==> config.mk <==
export PLATFORM = sky130hd
export DESIGN_NAME = sha256_compress
export DESIGN_NICKNAME = d
export VERILOG_FILES = /design/src/rtl/sha256_pkg.sv /design/src/rtl/sha256_round.sv /design/src/rtl/sha256_compress.sv
export SDC_FILE = /design/constraint.sdc
export NUM_CORES = 2
export LEC_CHECK = 0
export CORE_UTILIZATION = 55
export CTS_CLUSTER_DIAMETER = 100
export DETAILED_ROUTE_END_ITERATION = 7
export PLACE_DENSITY = 0.79
export SYNTH_ARGS = -nofsm -noshare
export SYNTH_HDL_FRONTEND = slang
export SYNTH_HIERARCHICAL = 1
export SYNTH_SLANG_ARGS = --single-unit
==> constraint.sdc <==
create_clock -name clk -period 25.8 [get_ports clk]
set_input_delay 5.16 -clock clk [delete_from_list [all_inputs] [get_ports clk]]
set_output_delay 5.16 -clock clk [all_outputs]
set_load 0.02 [all_outputs]
==> src/rtl/sha256_pkg.sv <==
// Shared SHA-256 constants, working-state type, round helper functions and FSM states.
package sha256_pkg;

  typedef enum logic [1:0] {
    IDLE   = 2'd0,
    ROUNDS = 2'd1,
    DIGEST = 2'd2
  } state_e;

  // Field a sits in the top word, so a packed state reads as {H0,...,H7}.
  typedef struct packed {
    logic [31:0] a;
    logic [31:0] b;
    logic [31:0] c;
    logic [31:0] d;
    logic [31:0] e;
    logic [31:0] f;
    logic [31:0] g;
    logic [31:0] h;
  } work_t;

  localparam logic [31:0] K [64] = '{
    32'h428a2f98, 32'h71374491, 32'hb5c0fbcf, 32'he9b5dba5, 32'h3956c25b, 32'h59f111f1, 32'h923f82a4, 32'hab1c5ed5,
    32'hd807aa98, 32'h12835b01, 32'h243185be, 32'h550c7dc3, 32'h72be5d74, 32'h80deb1fe, 32'h9bdc06a7, 32'hc19bf174,
    32'he49b69c1, 32'hefbe4786, 32'h0fc19dc6, 32'h240ca1cc, 32'h2de92c6f, 32'h4a7484aa, 32'h5cb0a9dc, 32'h76f988da,
    32'h983e5152, 32'ha831c66d, 32'hb00327c8, 32'hbf597fc7, 32'hc6e00bf3, 32'hd5a79147, 32'h06ca6351, 32'h14292967,
    32'h27b70a85, 32'h2e1b2138, 32'h4d2c6dfc, 32'h53380d13, 32'h650a7354, 32'h766a0abb, 32'h81c2c92e, 32'h92722c85,
    32'ha2bfe8a1, 32'ha81a664b, 32'hc24b8b70, 32'hc76c51a3, 32'hd192e819, 32'hd6990624, 32'hf40e3585, 32'h106aa070,
    32'h19a4c116, 32'h1e376c08, 32'h2748774c, 32'h34b0bcb5, 32'h391c0cb3, 32'h4ed8aa4a, 32'h5b9cca4f, 32'h682e6ff3,
    32'h748f82ee, 32'h78a5636f, 32'h84c87814, 32'h8cc70208, 32'h90befffa, 32'ha4506ceb, 32'hbef9a3f7, 32'hc67178f2
  };

  localparam logic [31:0] IV [8] = '{
    32'h6a09e667, 32'hbb67ae85, 32'h3c6ef372, 32'ha54ff53a,
    32'h510e527f, 32'h9b05688c, 32'h1f83d9ab, 32'h5be0cd19
  };

  function automatic logic [31:0] rotr32(input logic [31:0] x, input int n);
    return (x >> n) | (x << (32 - n));
  endfunction

  function automatic logic [31:0] big_sigma0(input logic [31:0] x);
    return rotr32(x, 2) ^ rotr32(x, 13) ^ rotr32(x, 22);
  endfunction

  function automatic logic [31:0] big_sigma1(input logic [31:0] x);
    return rotr32(x, 6) ^ rotr32(x, 11) ^ rotr32(x, 25);
  endfunction

  function automatic logic [31:0] ch(input logic [31:0] x, input logic [31:0] y, input logic [31:0] z);
    return (x & y) ^ (~x & z);
  endfunction

  function automatic logic [31:0] maj(input logic [31:0] x, input logic [31:0] y, input logic [31:0] z);
    return (x & y) ^ (x & z) ^ (y & z);
  endfunction

  function automatic work_t iv_state();
    return '{a: IV[0], b: IV[1], c: IV[2], d: IV[3], e: IV[4], f: IV[5], g: IV[6], h: IV[7]};
  endfunction

  function automatic work_t add_state(input work_t x, input work_t y);
    return '{a: x.a + y.a, b: x.b + y.b, c: x.c + y.c, d: x.d + y.d,
             e: x.e + y.e, f: x.f + y.f, g: x.g + y.g, h: x.h + y.h};
  endfunction

endpackage

==> src/rtl/sha256_round.sv <==
// One SHA-256 round, purely combinational; kept separate so the adder chain can be retimed alone.
module sha256_round
  import sha256_pkg::*;
(
  input  work_t       work_i,
  input  logic [31:0] k_i,
  input  logic [31:0] w_i,
  output work_t       work_o
);

  logic [31:0] t1;
  logic [31:0] t2;

  assign t1 = work_i.h + big_sigma1(work_i.e) + ch(work_i.e, work_i.f, work_i.g) + k_i + w_i;
  assign t2 = big_sigma0(work_i.a) + maj(work_i.a, work_i.b, work_i.c);

  assign work_o = '{a: t1 + t2, b: work_i.a, c: work_i.b, d: work_i.c,
                    e: work_i.d + t1, f: work_i.e, g: work_i.f, h: work_i.g};

endmodule

==> src/rtl/sha256_compress.sv <==
// SHA-256 block compression: drives the schedule index, runs the rounds, folds into H.
// start to digest_valid is NUM_ROUNDS+3 cycles; no backpressure, start while busy is dropped.
module sha256_compress
  import sha256_pkg::*;
#(
  parameter int NUM_ROUNDS = 64,
  parameter int W_LAT      = 1
) (
  input  logic         clk,
  input  logic         reset_n,      // active-high synchronous reset despite the name
  input  logic         start,
  input  logic         first_blk,
  output logic [5:0]   round_idx,
  output logic         msg_req,
  input  logic [31:0]  w_in,
  output logic         busy,
  output logic         digest_valid,
  output logic [255:0] digest
);

  localparam int CNT_W = 7;
  localparam logic [CNT_W-1:0] ISSUE_END = CNT_W'(NUM_ROUNDS);
  localparam logic [CNT_W-1:0] FIRST_RND = CNT_W'(W_LAT);
  localparam logic [CNT_W-1:0] LAST_CNT  = CNT_W'(NUM_ROUNDS + W_LAT - 1);
  localparam logic [CNT_W-1:0] MSG_WORDS = CNT_W'(16);

  state_e           state_q, state_d;
  logic [CNT_W-1:0] cnt_q, cnt_d;
  work_t            work_q, work_d;
  work_t            h_q, h_d;
  logic             dv_q, dv_d;

  work_t            rnd_out;
  logic [5:0]       t_idx;

  // W_t arrives W_LAT cycles after its index was issued, so the round index lags cnt.
  assign t_idx = 6'(cnt_q - FIRST_RND);

  sha256_round u_round (
    .work_i (work_q),
    .k_i    (K[t_idx]),
    .w_i    (w_in),
    .work_o (rnd_out)
  );

  always_comb begin
    state_d   = state_q;
    cnt_d     = cnt_q;
    work_d    = work_q;
    h_d       = h_q;
    dv_d      = 1'b0;
    round_idx = 6'd0;
    msg_req   = 1'b0;
    busy      = (state_q != IDLE);

    case (state_q)
      IDLE: begin
        if (start) begin
          if (first_blk) h_d = iv_state();
          work_d  = first_blk ? iv_state() : h_q;
          cnt_d   = '0;
          state_d = ROUNDS;
        end
      end
      ROUNDS: begin
        if (cnt_q < ISSUE_END) begin
          round_idx = cnt_q[5:0];
          msg_req   = (cnt_q < MSG_WORDS);
        end
        if (cnt_q >= FIRST_RND) work_d = rnd_out;
        if (cnt_q == LAST_CNT) state_d = DIGEST;
        else                   cnt_d   = cnt_q + 1'b1;
      end
      DIGEST: begin
        h_d     = add_state(h_q, work_q);
        dv_d    = 1'b1;
        state_d = IDLE;
      end
      default: state_d = IDLE;
    endcase
  end

  always_ff @(posedge clk) begin
    if (reset_n) begin
      state_q <= IDLE;
      cnt_q   <= '0;
      work_q  <= '0;
      h_q     <= iv_state();
      dv_q    <= 1'b0;
    end else begin
      state_q <= state_d;
      cnt_q   <= cnt_d;
      work_q  <= work_d;
      h_q     <= h_d;
      dv_q    <= dv_d;
    end
  end

  assign digest_valid = dv_q;
  assign digest       = h_q;

endmodule

Yosys cells after proc, flatten, opt, wreduce, memory -nomap -nowiden
Memory sizes are Yosys's and may differ from the RTL's.
Cells that the tools add are included.
{"block": "totals", "rom_bits": 2048, "n_memories": 1, "regBits": 522, "in_bits": 36, "out_inout_bits": 265}
{"block": "classes", "n_mux": 18, "eq_ne": 7, "n_lt_le_gt_ge": 4, "reduce_logical": 8, "n_bitwise": 20, "addsub": 17}
{"name": "(name not given)", "words": 64, "width": 32, "rd": 1, "rd_clocked_by_memory_dff": 0, "write_ports": 0, "line": "sha256_compress.sv:41", "source": ".k_i (K[t_idx]),"}
{"cell": "case mux 256 bit (2 select lines)", "count": 2}
{"cell": "two-way mux 256 bit", "count": 3}
{"cell": "adder 32 bit", "count": 15}
{"cell": "bitwise XOR 32 bit", "count": 7}
{"cell": "bitwise AND 32 bit", "count": 5}
{"cell": "two-way mux 32 bit", "count": 2}
{"cell": "inverter 32 bit", "count": 1}
{"cell": "bitwise OR 10 x 32 -> 32 bit", "count": 1}
{"cell": "bitwise OR 19 x 32 -> 32 bit", "count": 1}
{"cell": "bitwise OR 21 x 32 -> 32 bit", "count": 1}
{"cell": "bitwise OR 26 x 32 -> 32 bit", "count": 1}
{"cell": "bitwise OR 30 x 32 -> 32 bit", "count": 1}
{"cell": "bitwise OR 7 x 32 -> 32 bit", "count": 1}
{"cell": "two-way mux 7 bit", "count": 2}
{"cell": "case mux 7 bit (2 select lines)", "count": 1}
{"cell": "two-way mux 6 bit", "count": 2}
{"cell": "!= test 2 bit (second input constant)", "count": 4}
{"cell": "adder 7 x 1 -> 7 bit (second input constant)", "count": 1}
{"cell": "equality test 7 bit (second input constant)", "count": 1}
{"cell": "greater-or-equal comparator 7 x 1 -> 1 bit (second input constant)", "count": 1}
{"cell": "greater-or-equal comparator 7 bit (second input constant)", "count": 1}
{"cell": "less-than comparator 7 x 5 -> 1 bit (second input constant)", "count": 1}
{"cell": "less-than comparator 7 bit (second input constant)", "count": 1}
{"cell": "inverter 6 -> 7 bit", "count": 1}
{"cell": "10 further kinds", "count": 17}

Logic depth before layout (Yosys ltp)
{"block": "depth", "ltp_word": 10, "ltp_mapped": 47, "depth_no_buf": 43}

Modules after synthesis
Netlist, hierarchy kept.
{"mod": "sha256_compress", "cells_per_inst": 4646, "n_inst": 1, "seq_area_each_um2": 10450.0, "area_per_inst_um2": 35057.4}
{"mod": "sha256_round", "cells_per_inst": 1366, "n_inst": 1, "seq_area_each_um2": 0.0, "area_per_inst_um2": 11121.9}

Worst setup path before layout
Ideal clock, no wire load.
{"block": "synth_timing", "kind": "input port to flip-flop", "startpoint": "input port w_in[1]", "endpoint": "register work_q[253] (netlist name)", "cell_stages": 32, "slack_ns": 14.078, "arrival_ns": 11.657, "setup_time_ns": 0.065, "path_cell_list": "inv_1 -> fa_1 -> fa_1 -> inv_1 -> fa_1 -> ha_1 -> fa_1 -> a211oi_2 -> o21bai_1 -> o31a_1 -> a211o_1 -> and2b_2 -> nor3_1 -> a211oi_1 -> xnor2_1 -> inv_1 -> fa_1 -> inv_1 -> ha_1 -> and3_1 -> a221oi_1 -> a21o_1 -> o2bb2ai_1 -> a31oi_1 -> a41o_1 -> o21a_1 -> nor2_1 -> xnor2_1 -> nor2_1 -> nor3_1 -> a21oi_1 -> nor2_1"}
{"element": "from (decl)", "line": "sha256_compress.sv:15", "source": "input logic [31:0] w_in,"}
{"element": "to (signal assigned)", "line": "sha256_compress.sv:93", "source": "work_q <= work_d;"}
{"element": "to (decl)", "line": "sha256_compress.sv:29", "source": "work_t work_q, work_d;"}

==> metrics.md <==
| Metric | Value |
|---|---|
| Mux share of post-synthesis cell area | `1.076%` |
| Post-route setup slack | `approximately 13 ns` |
| Initial core utilization | `55.88%` |
| CP Max Fanout | `4` |
| Pins Over Slew Limit | `0` |
| Post-DRT Antenna Nets | `0` |
| WP data arrival | `13.08 ns` |
| Routed WL | `about 180 mm` |
| Largest area contributor in the synthesized netlist | `dfxtp_1` |
| Placer Congestion | `approximately 1.0` |
| Post-Synth XOR/XNOR Area | `around 8.5%` |
| Final Setup Violations | `0` |
| #FFs+latches synth | `~520` |
| DR iter-0 viols | `5854` |
| Synth warn | `6` |
| Area occupied by multi-input gates | `0.03203 mm2` |
| Count of different cell masters after synthesis | `91` |
| # fillers | `7421` |
| Nets | `6429` |
| Top cell type's share of synthesized area | `22.63%` |
| Hold slack | `0.5028 ns` |
| Post-Syn Area | `0.04618 mm2` |
| Most frequent cells after synthesis | `695 x nor2_1, 561 x a21oi_1, 522 x dfxtp_1` |
| Critical path class | `input port to flip-flop` |
| Layout Skew | `0.04050 ns` |
| Ys flop type | `dfxtp_1` |
| Storage cell area | `0.01045 mm2` |
| Input/output buffers | `300` |
| Area fraction in compound gates after synthesis | `24.46%` |
| Clk buf depth | `3` |
| CTS Hold Bufs | `0` |
| Clk sink count | `522` |
| Router iterations before antenna repair | `6` |
| Final worst path period need | `12.50 ns` |
| CORE AREA | `a little over 0.08 mm2` |
| Worst path bufs/invs | `5` |
| Chip width | `291.8 um` |
| Max-slew headroom | `11.70%` |
| Cts repair resizes | `0` |
| Setup crit start kind | `input port` |
| Top delay family on crit path | `adder cells` |
| Chip height | `291.8 um` |
| GRT Overall Usage | `40.85%` |
| Part of the cycle the worst path needs | `48.45%` |
| Crit. End Element | `flip-flop` |
| Clock root buffer | `clkbuf_16` |
| Max Fclk | `80.00 MHz` |
| Clk_lat worst skew | `around 0.68 ns` |
| Outcome | `completed` |
| Post-synth EDFFs | `0` |
| Largest net degree at the start of global routing | `between 200 and 250` |
| Synth Instances | `between 6k and 7k` |
| Post-CTS setup buffer count | `0` |
| Master of the slowest instance on the critical path | `clkdlybuf4s50_1` |
| CTS tree | `done` |
| Worst-Margin Slew | `1.322 ns` |
| Die Area | `0.08512 mm2` |
| Setup_tns | `0 ns` |
| # IOs | `301` |
| Standard-cell rows | `105` |
| HP Start | `digest[63]$_SDFFE_PP0P_` |
| Per-instance average area after synthesis | `7.681 um2` |
| Congestion Overflow GR | `0` |
| Final Hold Viols | `0` |
| Initial antenna violation count | `5` |
| Synth area leaders | `dfxtp_1 23%, ha_1 9.8%, a21oi_1 6.1%` |
| Sequential element share of the synthesized area | `22.63%` |
| Routed vias | `46.33k` |
| Post-synthesis adder-cell area fraction | `15.68%` |
| Remaining DRCs | `0` |
| HP Class | `flip-flop to flip-flop` |
| Final core occ | `61.27%` |
| Number of H-tree levels | `2` |
| Ys async rst share | `0%` |
| Peak per-stage delay on the critical path | `0.55 ns` |
| Pre-CTS setup slack | `12.83 ns` |
| Reg-to-Reg Start | `cnt_q[0]$_SDFFE_PP0P_` |
| Dpl hpwl | `about 130 mm` |
| Crit path required time | `26.38 ns` |
| First-pass GRT wire length | `267.3 mm` |
| Vias per inst | `6.599` |
| Crit path from | `w_in[1]` |
| Share of post-route cells with drive strength above 1 | `4.505%` |
| Drt wl/cell | `25.69 um` |
| Layout area overhead | `9.637%` |
| Main combinational cell family by area after synthesis | `compound AO/OA/AOI/OAI gates` |
| Clk pin slew, worst setup/hold paths | `0.06 ns` |
| Max_cap viols | `0` |
| Most numerous cell in the Yosys netlist | `nor2_1` |
| RSZ-0062 raised after global routing | `false` |
| Cts bufs inserted | `61` |
| Simple-Gate Fraction of Synth Area | `19.31%` |
| Number of global-route vias before repair | `roughly 42k` |
| Net count after synthesis | `6544` |
-- layout by cell type (no fill, tap or decap), drive strengths merged, types with 70 or more instances in the layout --
cell	instances
xor2	166
a21oi	563
a21o	181
a211oi	172
nor3	431
clkbuf	80
nor3b	127
o211ai	70
o21ai	319
nand2	346
nor2	695
inv	301
fa	135
clkdlybuf4s50	298
ha	361
nand3	77
dfxtp	522
xnor2	276
-- sequential cells by signal (all words and copies together), names as in the netlist --
name	count
cnt_q	7
digest	256
digest_valid	1
state_q	2
work_q	256
-- metal layers --
layer	track usage [%]	share of wire [%]	wire, um	up-vias
li1	-	-	-	20960
met1	53.67	39	69500	21650
met2	60.02	41	74330	3047
met3	10.91	13	23810	664
met4	23.77	7.0	12710	2
met5	0	0.0072	13	-
-- final timing paths --
path / cells after the start / slack (ns) / endpoint
worst max-delay path: 32 / 13.30 / work_q[254]$_SDFFE_PP0P_
worst min-delay path: 1 / 0.50 / digest[63]$_SDFFE_PP0P_
worst max register to register: 43 / 14.16 / work_q[254]$_SDFFE_PP0P_
worst min register to register: 1 / 0.50 / digest[63]$_SDFFE_PP0P_
-- metrics by stage --
step / instances / cell area [um2]
after global routing: 7019 / 50630
after global placement: 6904 / 48420
final: 7020 / 50630
after CTS: 7019 / 50630
after floorplan: 6012 / 46180
after detailed placement: 6904 / 48420
-- final cells by class --
type                       count  area share [%]
antenna                        1        0.004943
sequential                   522           20.64
clock inverter                36          0.9539
tap                         1070           2.644
clock buffer                  79           3.408
inverter                     301           2.232
multi-input combinational   4653           63.26
timing repair buffer         358           6.858
-- kinds of logic (layout without fill, tap and decap cells) --
group / count (synthesis) / in the layout
DFF: 522 / 522
buffers and inverters: 837 / 774
adders and majority gates: 498 / 498
and+or+nand+nor: 1910 / 1910
other: 0 / 1
muxes: 41 / 41
AOI/OAI and AO/OA: 1760 / 1760
xor gates and xnor gates: 444 / 444
Power is not shown: default switching activity piles up to over one toggle a cycle in this logic, so the estimate is an artifact.
